File: src/rtl/frame_buffer_arbiter.sv
// Single-port frame buffer controller: raster-order writer vs. random-address
// reader, round-robin on contention, one-cycle read latency.
module frame_buffer_arbiter #(
   parameter int P_COLUMNS     = 640,
   parameter int P_ROWS        = 4,
   parameter int P_PIXEL_DEPTH = 24,
   localparam int CW = $clog2(P_COLUMNS),
   localparam int RW = $clog2(P_ROWS),
   localparam int FW = $clog2(P_ROWS + 1)
) (
   input  logic                     I_CLK,
   input  logic                     I_RESET,
   input  logic                     I_ENABLE,
   input  logic                     I_WR_VALID,
   input  logic [P_PIXEL_DEPTH-1:0] I_WR_PIXEL,
   output logic                     O_WR_READY,
   input  logic                     I_RD_VALID,
   input  logic [RW-1:0]            I_RD_ROW,
   input  logic [CW-1:0]            I_RD_COL,
   output logic                     O_RD_READY,
   output logic                     O_RD_DATA_VALID,
   output logic [P_PIXEL_DEPTH-1:0] O_RD_DATA,
   output logic                     O_RD_ERR,
   output logic [RW-1:0]            O_WR_ROW,
   output logic [CW-1:0]            O_WR_COL,
   output logic [FW-1:0]            O_ROWS_FILLED,
   output logic                     O_LINE_DONE,
   output logic                     O_FB_ENABLE,
   output logic [RW-1:0]            O_FB_ROW,
   output logic [CW-1:0]            O_FB_COL,
   output logic [P_PIXEL_DEPTH-1:0] O_FB_PIXEL,
   output logic                     O_FB_WRITE_ENABLE,
   output logic                     O_FB_READ_ENABLE,
   input  logic [P_PIXEL_DEPTH-1:0] I_FB_PIXEL
);

   logic [CW-1:0] r_col;
   logic [RW-1:0] r_row;
   logic [FW-1:0] r_filled;
   logic          r_line_done;
   logic          r_last_rd;
   logic          r_rd_pend;
   logic          r_rd_err;

   logic w_act, w_wr_gnt, w_rd_gnt, w_rd_inrange, w_last_col, w_rd_out;

   assign w_act        = I_ENABLE & ~I_RESET;
   // r_last_rd high means the reader had the last grant, so the writer wins a tie
   assign w_wr_gnt     = w_act & I_WR_VALID & (~I_RD_VALID | r_last_rd);
   assign w_rd_gnt     = w_act & I_RD_VALID & (~I_WR_VALID | ~r_last_rd);
   assign w_rd_inrange = (32'(I_RD_COL) < 32'(P_COLUMNS)) && (32'(I_RD_ROW) < 32'(P_ROWS));
   assign w_last_col   = (r_col == CW'(P_COLUMNS - 1));

   always_ff @(posedge I_CLK) begin
      if (I_RESET) begin
         r_col       <= '0;
         r_row       <= '0;
         r_filled    <= '0;
         r_line_done <= 1'b0;
         r_last_rd   <= 1'b1;
         r_rd_pend   <= 1'b0;
         r_rd_err    <= 1'b0;
      end else begin
         r_line_done <= w_wr_gnt & w_last_col;
         // A pending result is held across disabled cycles, as the buffer holds q
         if (I_ENABLE) begin
            r_rd_pend <= w_rd_gnt;
            r_rd_err  <= w_rd_gnt & ~w_rd_inrange;
         end
         if (w_wr_gnt)
            r_last_rd <= 1'b0;
         else if (w_rd_gnt)
            r_last_rd <= 1'b1;
         if (w_wr_gnt) begin
            if (w_last_col) begin
               r_col <= '0;
               r_row <= (r_row == RW'(P_ROWS - 1)) ? '0 : r_row + 1'b1;
               if (r_filled != FW'(P_ROWS))
                  r_filled <= r_filled + 1'b1;
            end else begin
               r_col <= r_col + 1'b1;
            end
         end
      end
   end

   assign w_rd_out        = r_rd_pend & I_ENABLE & ~I_RESET;
   assign O_RD_DATA_VALID = w_rd_out;
   assign O_RD_ERR        = w_rd_out & r_rd_err;
   assign O_RD_DATA       = (w_rd_out & ~r_rd_err) ? I_FB_PIXEL : '0;

   assign O_WR_READY      = w_wr_gnt;
   assign O_RD_READY      = w_rd_gnt;
   assign O_WR_ROW        = r_row;
   assign O_WR_COL        = r_col;
   assign O_ROWS_FILLED   = r_filled;
   assign O_LINE_DONE     = r_line_done;
   assign O_FB_ENABLE     = I_ENABLE | I_RESET;

   always_comb begin
      O_FB_ROW          = r_row;
      O_FB_COL          = r_col;
      O_FB_PIXEL        = '0;
      O_FB_WRITE_ENABLE = 1'b0;
      O_FB_READ_ENABLE  = 1'b0;
      if (w_wr_gnt) begin
         O_FB_PIXEL        = I_WR_PIXEL;
         O_FB_WRITE_ENABLE = 1'b1;
      end else if (w_rd_gnt && w_rd_inrange) begin
         O_FB_ROW         = I_RD_ROW;
         O_FB_COL         = I_RD_COL;
         O_FB_READ_ENABLE = 1'b1;
      end
   end

endmodule
File: config.mk
export PLATFORM = sky130hd
export DESIGN_NAME = frame_buffer_arbiter
export DESIGN_NICKNAME = d
export VERILOG_FILES = /design/src/rtl/frame_buffer_arbiter.sv
export SDC_FILE = /design/constraint.sdc
export NUM_CORES = 1
export LEC_CHECK = 0
export BUFFER_PORTS_ARGS = -buffer_cell sky130_fd_sc_hd__clkbuf_2
export CELL_PAD_IN_SITES_DETAIL_PLACEMENT = 2
export CELL_PAD_IN_SITES_GLOBAL_PLACEMENT = 2
export CORE_ASPECT_RATIO = 1.75
export CORE_MARGIN = 2
export CORE_UTILIZATION = 15
export DETAILED_ROUTE_END_ITERATION = 10
export GPL_TIMING_DRIVEN = 0
export MAX_ROUTING_LAYER = met4
export PLACE_DENSITY = 0.81
export REMOVE_ABC_BUFFERS = 1
export SLEW_MARGIN = 0
export SYNTH_ARGS = -nofsm -noshare
export SYNTH_HDL_FRONTEND = slang
export SYNTH_SLANG_ARGS = --single-unit
export TNS_END_PERCENT = 100
File: constraint.sdc
create_clock -name I_CLK -period 1.6 [get_ports I_CLK]
set_input_delay 0.08 -clock I_CLK [delete_from_list [all_inputs] [get_ports I_CLK]]
set_output_delay 0.08 -clock I_CLK [all_outputs]
set_load 0.05 [all_outputs]
**After elaboration in Yosys (flattened, before gate mapping)**

Cells that the tools add are included.

- Bits in registers: 19
- Logic and storage cells: 51

- $add $sub $neg: 3
- $lt $le $gt $ge: 1
- Equal/unequal tests: 3
- Mux-type cells: 13
- Bitwise logic cells: 20
- Reductions and logical operators: 4

Operators by type and width:

| operator | number |
|---|---|
| 24-bit two-way mux | 2 |
| 10-bit two-way mux | 3 |
| 1-bit AND | 11 |
| 10-bit by 1-bit adder with 10-bit output, second input constant | 1 |
| 10-bit == test, second input constant | 1 |
| 10-bit less-than comparator, second input constant | 1 |
| 2-bit two-way mux | 3 |
| 1-bit NOT | 6 |
| 1-bit two-way mux | 5 |
| 3-bit by 1-bit adder with 3-bit output, second input constant | 1 |
| 3-bit != test, second input constant | 1 |
| 1-bit OR | 3 |
| 3-bit AND reduction | 1 |
| 2-bit by 1-bit adder with 2-bit output, second input constant | 1 |
| 2-bit == test, second input constant | 1 |
| 2-bit AND reduction | 1 |
| 2-bit nonzero test | 1 |
| 1-bit logical AND | 1 |

**Depth between registers and ports, before layout**

Gate-level depths: netlist (run 1).

- Word-level depth: 7
- Depth in mapped cells: 6
- Gate-level depth less buffers: 5

**Worst setup path before layout (run 1)**

OpenSTA, ideal clock, no wires.

- Path type: register to register
- Start point: reg r_col[3] (netlist: O_WR_COL[3])
- End point: reg r_filled[0] (netlist: O_ROWS_FILLED[0])
- Library setup time: 0.123 ns
- Arrival time: 1.787 ns
- Data required time: 1.477 ns
- Setup slack: -0.310 ns
- Stages on the path, launching flop included: 5
- Buffers on the path: 0
- Cells stage by stage: dfxtp_1 > and4_1 > nand3_1 > a211oi_4 > mux2_1

- Word-level cells in the longest chain between the ends: 2

Ends and longest elaborated chain:

| what | RTL line | text |
|---|---|---|
| from (decl) | 37 | `logic [CW-1:0] r_col;` |
| from (signal assigned) | 81 | `r_col <= r_col + 1'b1;` |
| 10-bit == test | 52 | `assign w_last_col = (r_col == CW'(P_COLUMNS - 1));` |
| 3-bit AND reduction (no line) | -- |  |
| to (signal assigned) | 79 | `r_filled <= r_filled + 1'b1;` |
| to (decl) | 39 | `logic [FW-1:0] r_filled;` |

No other way between the ends.
A chain may end at the register's enable or synchronous reset.

**Worst setup path in the final report (run 1)**

- Start point: reg r_last_rd
- End point: out O_FB_COL[8]

- Word-level cells in the longest chain between the ends: 6

Ends and longest elaborated chain:

| what | RTL line | text |
|---|---|---|
| from (decl) | 41 | `logic r_last_rd;` |
| from (signal assigned) | 60 | `r_last_rd <= 1'b1;` |
| from (signal assigned) | 71 | `r_last_rd <= 1'b0;` |
| from (signal assigned) | 73 | `r_last_rd <= 1'b1;` |
| 1-bit NOT | 50 | `assign w_rd_gnt = w_act & I_RD_VALID & (~I_WR_VALID \| ~r_last_rd);` |
| 1-bit OR | 50 |  |
| 1-bit AND | 50 |  |
| 1-bit logical AND | 109 | `end else if (w_rd_gnt && w_rd_inrange) begin` |
| 10-bit two-way mux | 109 |  |
| 10-bit two-way mux (*) | 106 | `if (w_wr_gnt) begin` |
| to (decl) | 30 | `output logic [CW-1:0] O_FB_COL,` |

Mark *: on every way between the ends. The rest lies on a longest branch, timed or not.

==> qor.yml, run 1 <==
critical_path:
  critPathRequiredTime_ns: 1.52
  slowest_delay_ns: 0.34
  end_kind: "output pin"
  reg2reg_to: "O_ROWS_FILLED[0]"
  rr_worst_depth: 4
  cp_num_cells: 6
  cp-start-kind: "register"
  crit_fanout: 7
  cp_top_family: "simple AND/OR/NAND/NOR gates"
  timing.rr.start: "O_WR_COL[3]"
  crit_type: "register to output pin"
  crit_slowest_cell: "mux2_4"
  r2r_slack_ns: 0.07
  arrival_ns: 1.61
  path_cells: "nand2_1 > nand3_2 > inv_2 > and2_4 > mux2_4 > clkbuf_16"
  cp_num_buf_inv: 2
timing:
  setup_violations: 25
  whs_ns: 0.118
  period_needed_ns: 1.69
  finalCritPeriodShare_pct: 105
  clock.fmax_mhz: 593
  max_slew.worst_pin.slew_ns: 0.470
  fin_skew_ns: 0.00137
  fin_ws_ns: -0.0853
  max-slew-margin-rel_pct: 68.3
  rsz0062_at_grt: "yes"
  drv_slew: 0
  hold_viol: 0
final_layout:
  drive_above_1_share_pct: 60.1
  n_antenna_cell: 0
  area.growth.synth_to_final_pct: 96.4
  fin_util_pct: 30.0
  nets: 398
pwr:
  p_int_uw: 962
  p_leak_nw: 1.40
  power_frac_clock_pct: 38.9
  fin_total_pwr_mw: 1.41
  switching_share_pct: 31.8
  vdd_drop_max_v: 0.000427
  p_sw_uw: 448
  combPwrFrac_pct: 26.9
  seqPwrFrac_pct: 34.2
  p_per_area_nw_per_um2: 503
drt:
  via_count: 1909
  routed_wire_length_per_instance_um: 16.9
  drt_iter0_markers: 33
  firstDrtPassIters: 4
  drt-total-wl_um: 7600
  vias_per_cell: 4.24
  drc: 0
  ant_nets: 0
cts:
  clock-sinks: 19
  root_buffer: "clkbuf_16"
  path_clk_slew_ns: 0.06
  clkLatencyLatePin_ns: 0.26
  cts_buffers: 3
  clockBufferDepth: 2
  cts-htree-levels: 1
  cts_tree: "built"
synth:
  yosys.area.top_type: "dfxtp_1"
  synthFlopType: "dfxtp_1"
  syn_area_um2: 1430
  synth_most_common_cell: "and2_1"
  synthTopCellsByCount: "and2_1, dfxtp_1, nor2_1"
  synth_area_per_cell_um2: 8.20
  synth_edf_count: 0
  synth_cell_types: 40
  yosysSeqAreaShare_pct: 26.6
  synth.area.top_cells: "dfxtp_1, and2_1, mux2_2"
  synthArstFlopShare_pct: 0
  netlist_instances: 174
  ys_seq_elements: 19
  yosys_warnings: 0
  synth_top_area_share_pct: 26.6
global_route:
  antenna_found_initial: 0
  grtUsageTotal_pct: 14.5
  grt_pass1_wl_um: 11300
  grt_pass1_vias: 2039
  grt_max_degree: 15
  grt-ovfl-total: 0
placement:
  io_buffers: 147
  gp_congestion: 0.792
  hpwl_um: 5600
outcome:
  violations: "setup timing"
  outcome: "finished, violations left"
die:
  die_area_um2: 10300
  fp-row-count: 47
  start_util_pct: 15.3
  boundaryPins: 148
  die_h_um: 133
  die_x_um: 77.7
  coreArea_um2: 9350
min_path:
  hold_end: "O_WR_COL[8]"
  hold_start: "I_RESET"
  min_path_cells: 2
  hold_class: "primary input to register"
flow_run:
  cap_violations: 0
-- worst reg2reg max path: stages (launching register included) --
cell	delay (ns)
dfxtp_4	0.38
and4_4	0.29
nand3_4	0.13
a211oi_4	0.27
mux2_1	0.34
-- worst max path at each step --
stage	startpoint	endpoint	slack, ns
finish	r_last_rd	O_FB_COL[8]	-0.09
global route	r_last_rd	O_FB_COL[8]	-0.12
CTS	r_last_rd	O_FB_COL[8]	-0.10
detailed placement	r_last_rd	O_FB_PIXEL[19]	-0.42
global placement	r_last_rd	O_FB_PIXEL[19]	-0.34
floorplan	r_last_rd	O_FB_PIXEL[0]	-0.75
-- what timing repair did --
item | 4_1_cts | 5_1_grt
gates cloned | 3 | 1
setup buffers | 5 | 2
endpoints found under the setup margin | 71 | 64
resized for setup | 84 | 42
pin swaps | 3 | 3
hold buffers | 0 | 0
-- registers in the layout, summed over array words and instances (netlist names) --
name           cells
O_ROWS_FILLED      3
r_rd_err           1
O_WR_ROW           2
O_WR_COL          10
r_last_rd          1
r_rd_pend          1
O_LINE_DONE        1
-- placed cells by master, fill, tap and decap left out, drive strengths merged, types with 3 or more instances in the layout --
| cell | instances |
|---|---|
| mux2 | 12 |
| clkbuf | 135 |
| and3 | 8 |
| nand4 | 3 |
| nor2 | 13 |
| a21oi | 3 |
| xnor2 | 5 |
| and2 | 51 |
| ha | 4 |
| buf | 22 |
| nand2 | 9 |
| o21ai | 6 |
| dfxtp | 19 |
| and2b | 4 |
| inv | 6 |
| nand3 | 5 |
-- logic make-up (layout without fill, tap and decap cells) --
group	Yosys count	after routing	share of synthesized area (%)
muxes	14	14	10.9
adders and majority gates	4	4	3.51
DFF	19	19	26.6
xor gates and xnor gates	7	7	4.29
buffers and inverters	14	164	4.91
AOI/OAI and AO/OA	16	16	7.89
and+or+nand+nor	100	104	41.9
-- per-stage QoR --
step / setup TNS (ns) / std cells / setup slack (ns) / area, um2
after global routing: -2.49 / 450 / -0.125 / 2800
after detailed placement: -20.75 / 435 / -0.423 / 2270
after CTS: -1.09 / 447 / -0.103 / 2720
final: -0.765 / 450 / -0.0853 / 2800
after global placement: -16.42 / 435 / -0.336 / 2270
after floorplan: -26.34 / 166 / -0.745 / 1380
-- power by group through the flow --
stage               clock network [mW]  logic (mW)  registers [mW]
floorplan                            0       0.180           0.500
global placement                     0       0.313           0.495
detailed placement                   0       0.322           0.495
CTS                              0.562       0.374           0.485
global route                     0.579       0.401           0.482
finish                           0.548       0.379           0.482
-- area by class of cell --
class	instances	area, um2
tap	122	153
sequential	19	393
clock inverter	1	5.00
clock buffer	3	75.1
multi-input combinational	145	1120
timing repair buffer	154	1030
fill	1048	6550
inverter	6	22.5
-- layer usage --
metal,wire [um],track usage [%]
met4,116,5.46
met2,4510,28.9
met5,0,-
met3,499,2.25
met1,2470,13.3
(Power assumes the default switching activity.)
==> run 2: changes to the inputs <==
--- a/config.mk
+++ b/config.mk
@@ -10,11 +10,11 @@
 export CELL_PAD_IN_SITES_GLOBAL_PLACEMENT = 2
 export CORE_ASPECT_RATIO = 1.75
 export CORE_MARGIN = 2
-export CORE_UTILIZATION = 15
+export CORE_UTILIZATION = 16
 export DETAILED_ROUTE_END_ITERATION = 10
 export GPL_TIMING_DRIVEN = 0
 export MAX_ROUTING_LAYER = met4
-export PLACE_DENSITY = 0.81
+export PLACE_DENSITY = 0.82
 export REMOVE_ABC_BUFFERS = 1
 export SLEW_MARGIN = 0
 export SYNTH_ARGS = -nofsm -noshare
==> constraint.sdc (replaced) <==
create_clock -name I_CLK -period 1.66 [get_ports I_CLK]
set_input_delay 0.083 -clock I_CLK [delete_from_list [all_inputs] [get_ports I_CLK]]
set_output_delay 0.083 -clock I_CLK [all_outputs]
set_load 0.05 [all_outputs]
==> run 2 against run 1 <==
Net effect:
- worst setup slack gained 0.062 ns
- clock-buffer cell count rose by 1
- global-route usage rose by 0.40 points
- critical path depth did not move
- sequential share of layout area grew 0.092 points
- hold slack improved by 0.053 ns
- largest power group unchanged
- the run still ends with setup timing left
- core utilization rose by 1.6 points
- via count increased by 0.21%
- die area shrank 6.0%
- total power shrank 4.8%
==> qor.yml, run 2 (synthesized netlist as in run 1, its figures left out) <==
cts:
  clockBufferDepth: 2
  cts-htree-levels: 1
  clock-sinks: 19
  clkLatencyLatePin_ns: 0.25
  root_buffer: "clkbuf_16"
  ctsHoldBuffers: 0
  cts_tree: "built"
  cts_buffers: 3
  path_clk_slew_ns: 0.06
global_route:
  grtUsageTotal_pct: 14.9
  grt-ovfl-total: 0
  grt_max_degree: 25
  grt_pass1_vias: 1973
  antenna_found_initial: 0
  grt_pass1_wl_um: 10600
final_layout:
  mostFrequentLayoutCells: "clkbuf_2, and2_1, clkbuf_4"
  largest_register_ffs: 10
  n_antenna_cell: 0
  drive_above_1_share_pct: 58.4
  nets: 397
  layout_commonest_cell: "clkbuf_2"
  n_fill_cell: 1045
  area.growth.synth_to_final_pct: 92.0
critical_path:
  crit_fanout: 7
  rr_worst_depth: 4
  critPathRequiredTime_ns: 1.58
  cp-start-kind: "register"
  arrival_ns: 1.60
  end_kind: "output pin"
  crit_type: "register to output pin"
placement:
  gp_congestion: 0.759
  hpwl_um: 5520
  io_buffers: 147
timing:
  tns_ns: -0.0936
  max_slew.worst_pin.slew_ns: 0.528
  rsz0062_at_grt: "yes"
  period_needed_ns: 1.68
  max-slew-margin-rel_pct: 64.5
  fin_skew_ns: 0.00162
  whs_ns: 0.172
  fin_ws_ns: -0.0230
  hold_viol: 0
  clock.fmax_mhz: 594
  finalCritPeriodShare_pct: 101
  setup_violations: 6
  drv_slew: 0
drt:
  drc: 0
  drt-total-wl_um: 7460
  firstDrtPassIters: 3
  ant_nets: 0
  drt_iter0_markers: 25
  via_count: 1913
  routed_wire_length_per_instance_um: 16.8
  vias_per_cell: 4.31
outcome:
  violations: "setup timing"
  outcome: "finished, violations left"
die:
  coreArea_um2: 8670
  die_area_um2: 9720
  boundaryPins: 148
  fp-row-count: 45
  die_x_um: 75.4
  start_util_pct: 16.5
  die_h_um: 129
min_path:
  min_path_cells: 2
  hold_class: "primary input to register"
pwr:
  p_leak_nw: 1.38
  p_per_area_nw_per_um2: 489
  vdd_drop_max_v: 0.000394
flow_run:
  cap_violations: 0
==> run 2: changes by cell type in the layout (fill, tap and decap cells not counted), moves of 2 or more <==
cell and change:
clkbuf_4 -7, clkbuf_2 +7, and2b_2 -2, dfxtp_4 -2
==> run 2: report_power, final <==
group	switching [mW]	internal, mW
combinational	0.221	0.147
sequential	0.00609	0.462
clock	0.180	0.327
==> run 2: worst paths after layout <==
check,start,to,slack [ns]
setup / recovery,r_last_rd,O_FB_COL[2],-0.02
setup reg to reg,O_WR_COL[3],O_ROWS_FILLED[0],0.07
hold / removal,I_RESET,O_WR_COL[8],0.17
hold reg to reg,r_rd_pend,r_rd_pend,0.47
==> run 2: layout make-up <==
class                      instances  area [um2]  area share, %
tap                              117         146           5.34
clock buffer                       4        78.8           2.88
timing repair buffer             154        1020           37.2
multi-input combinational        144        1080           39.5
sequential                        19         387           14.1
inverter                           6        25.0          0.913
==> run 2: per-stage QoR <==
stage                     power [mW]  utilization [%]  instance area (um2)  std cells  setup WS, ns
after detailed placement       0.787             26.1                 2260        430        -0.392
final                           1.34             31.6                 2740        444       -0.0230
after floorplan                0.656                -                 1380        166        -0.688
after CTS                       1.36             31.0                 2680        440       -0.0486
after global routing            1.40             31.6                 2740        444       -0.0744
after global placement         0.777             26.1                 2260        430        -0.295
==> run 2: metal layers <==
layer	vias up	share of wire, %	routed length, um	global-route usage, %
met1	924	31	2320	13.3
met4	0	0.68	51	3.10
li1	894	-	-	-
met3	4	7.1	532	2.11
met2	91	61	4550	30.9
met5	-	0	0	-
==> run 2: critical path, stage by stage (launching register included) <==
cell	delay, ns
dfxtp_2	0.34
nand2_2	0.07
nand3_4	0.10
inv_4	0.09
and2_4	0.24
mux2_4	0.33
clkbuf_16	0.17
==> run 2: what timing repair did <==
item | CTS | global route
gates resized for setup | 80 | 31
setup endpoints to repair | 70 | 61
pin swaps | 1 | 3
buffers inserted | 4 | 3
cloned | 2 | 1
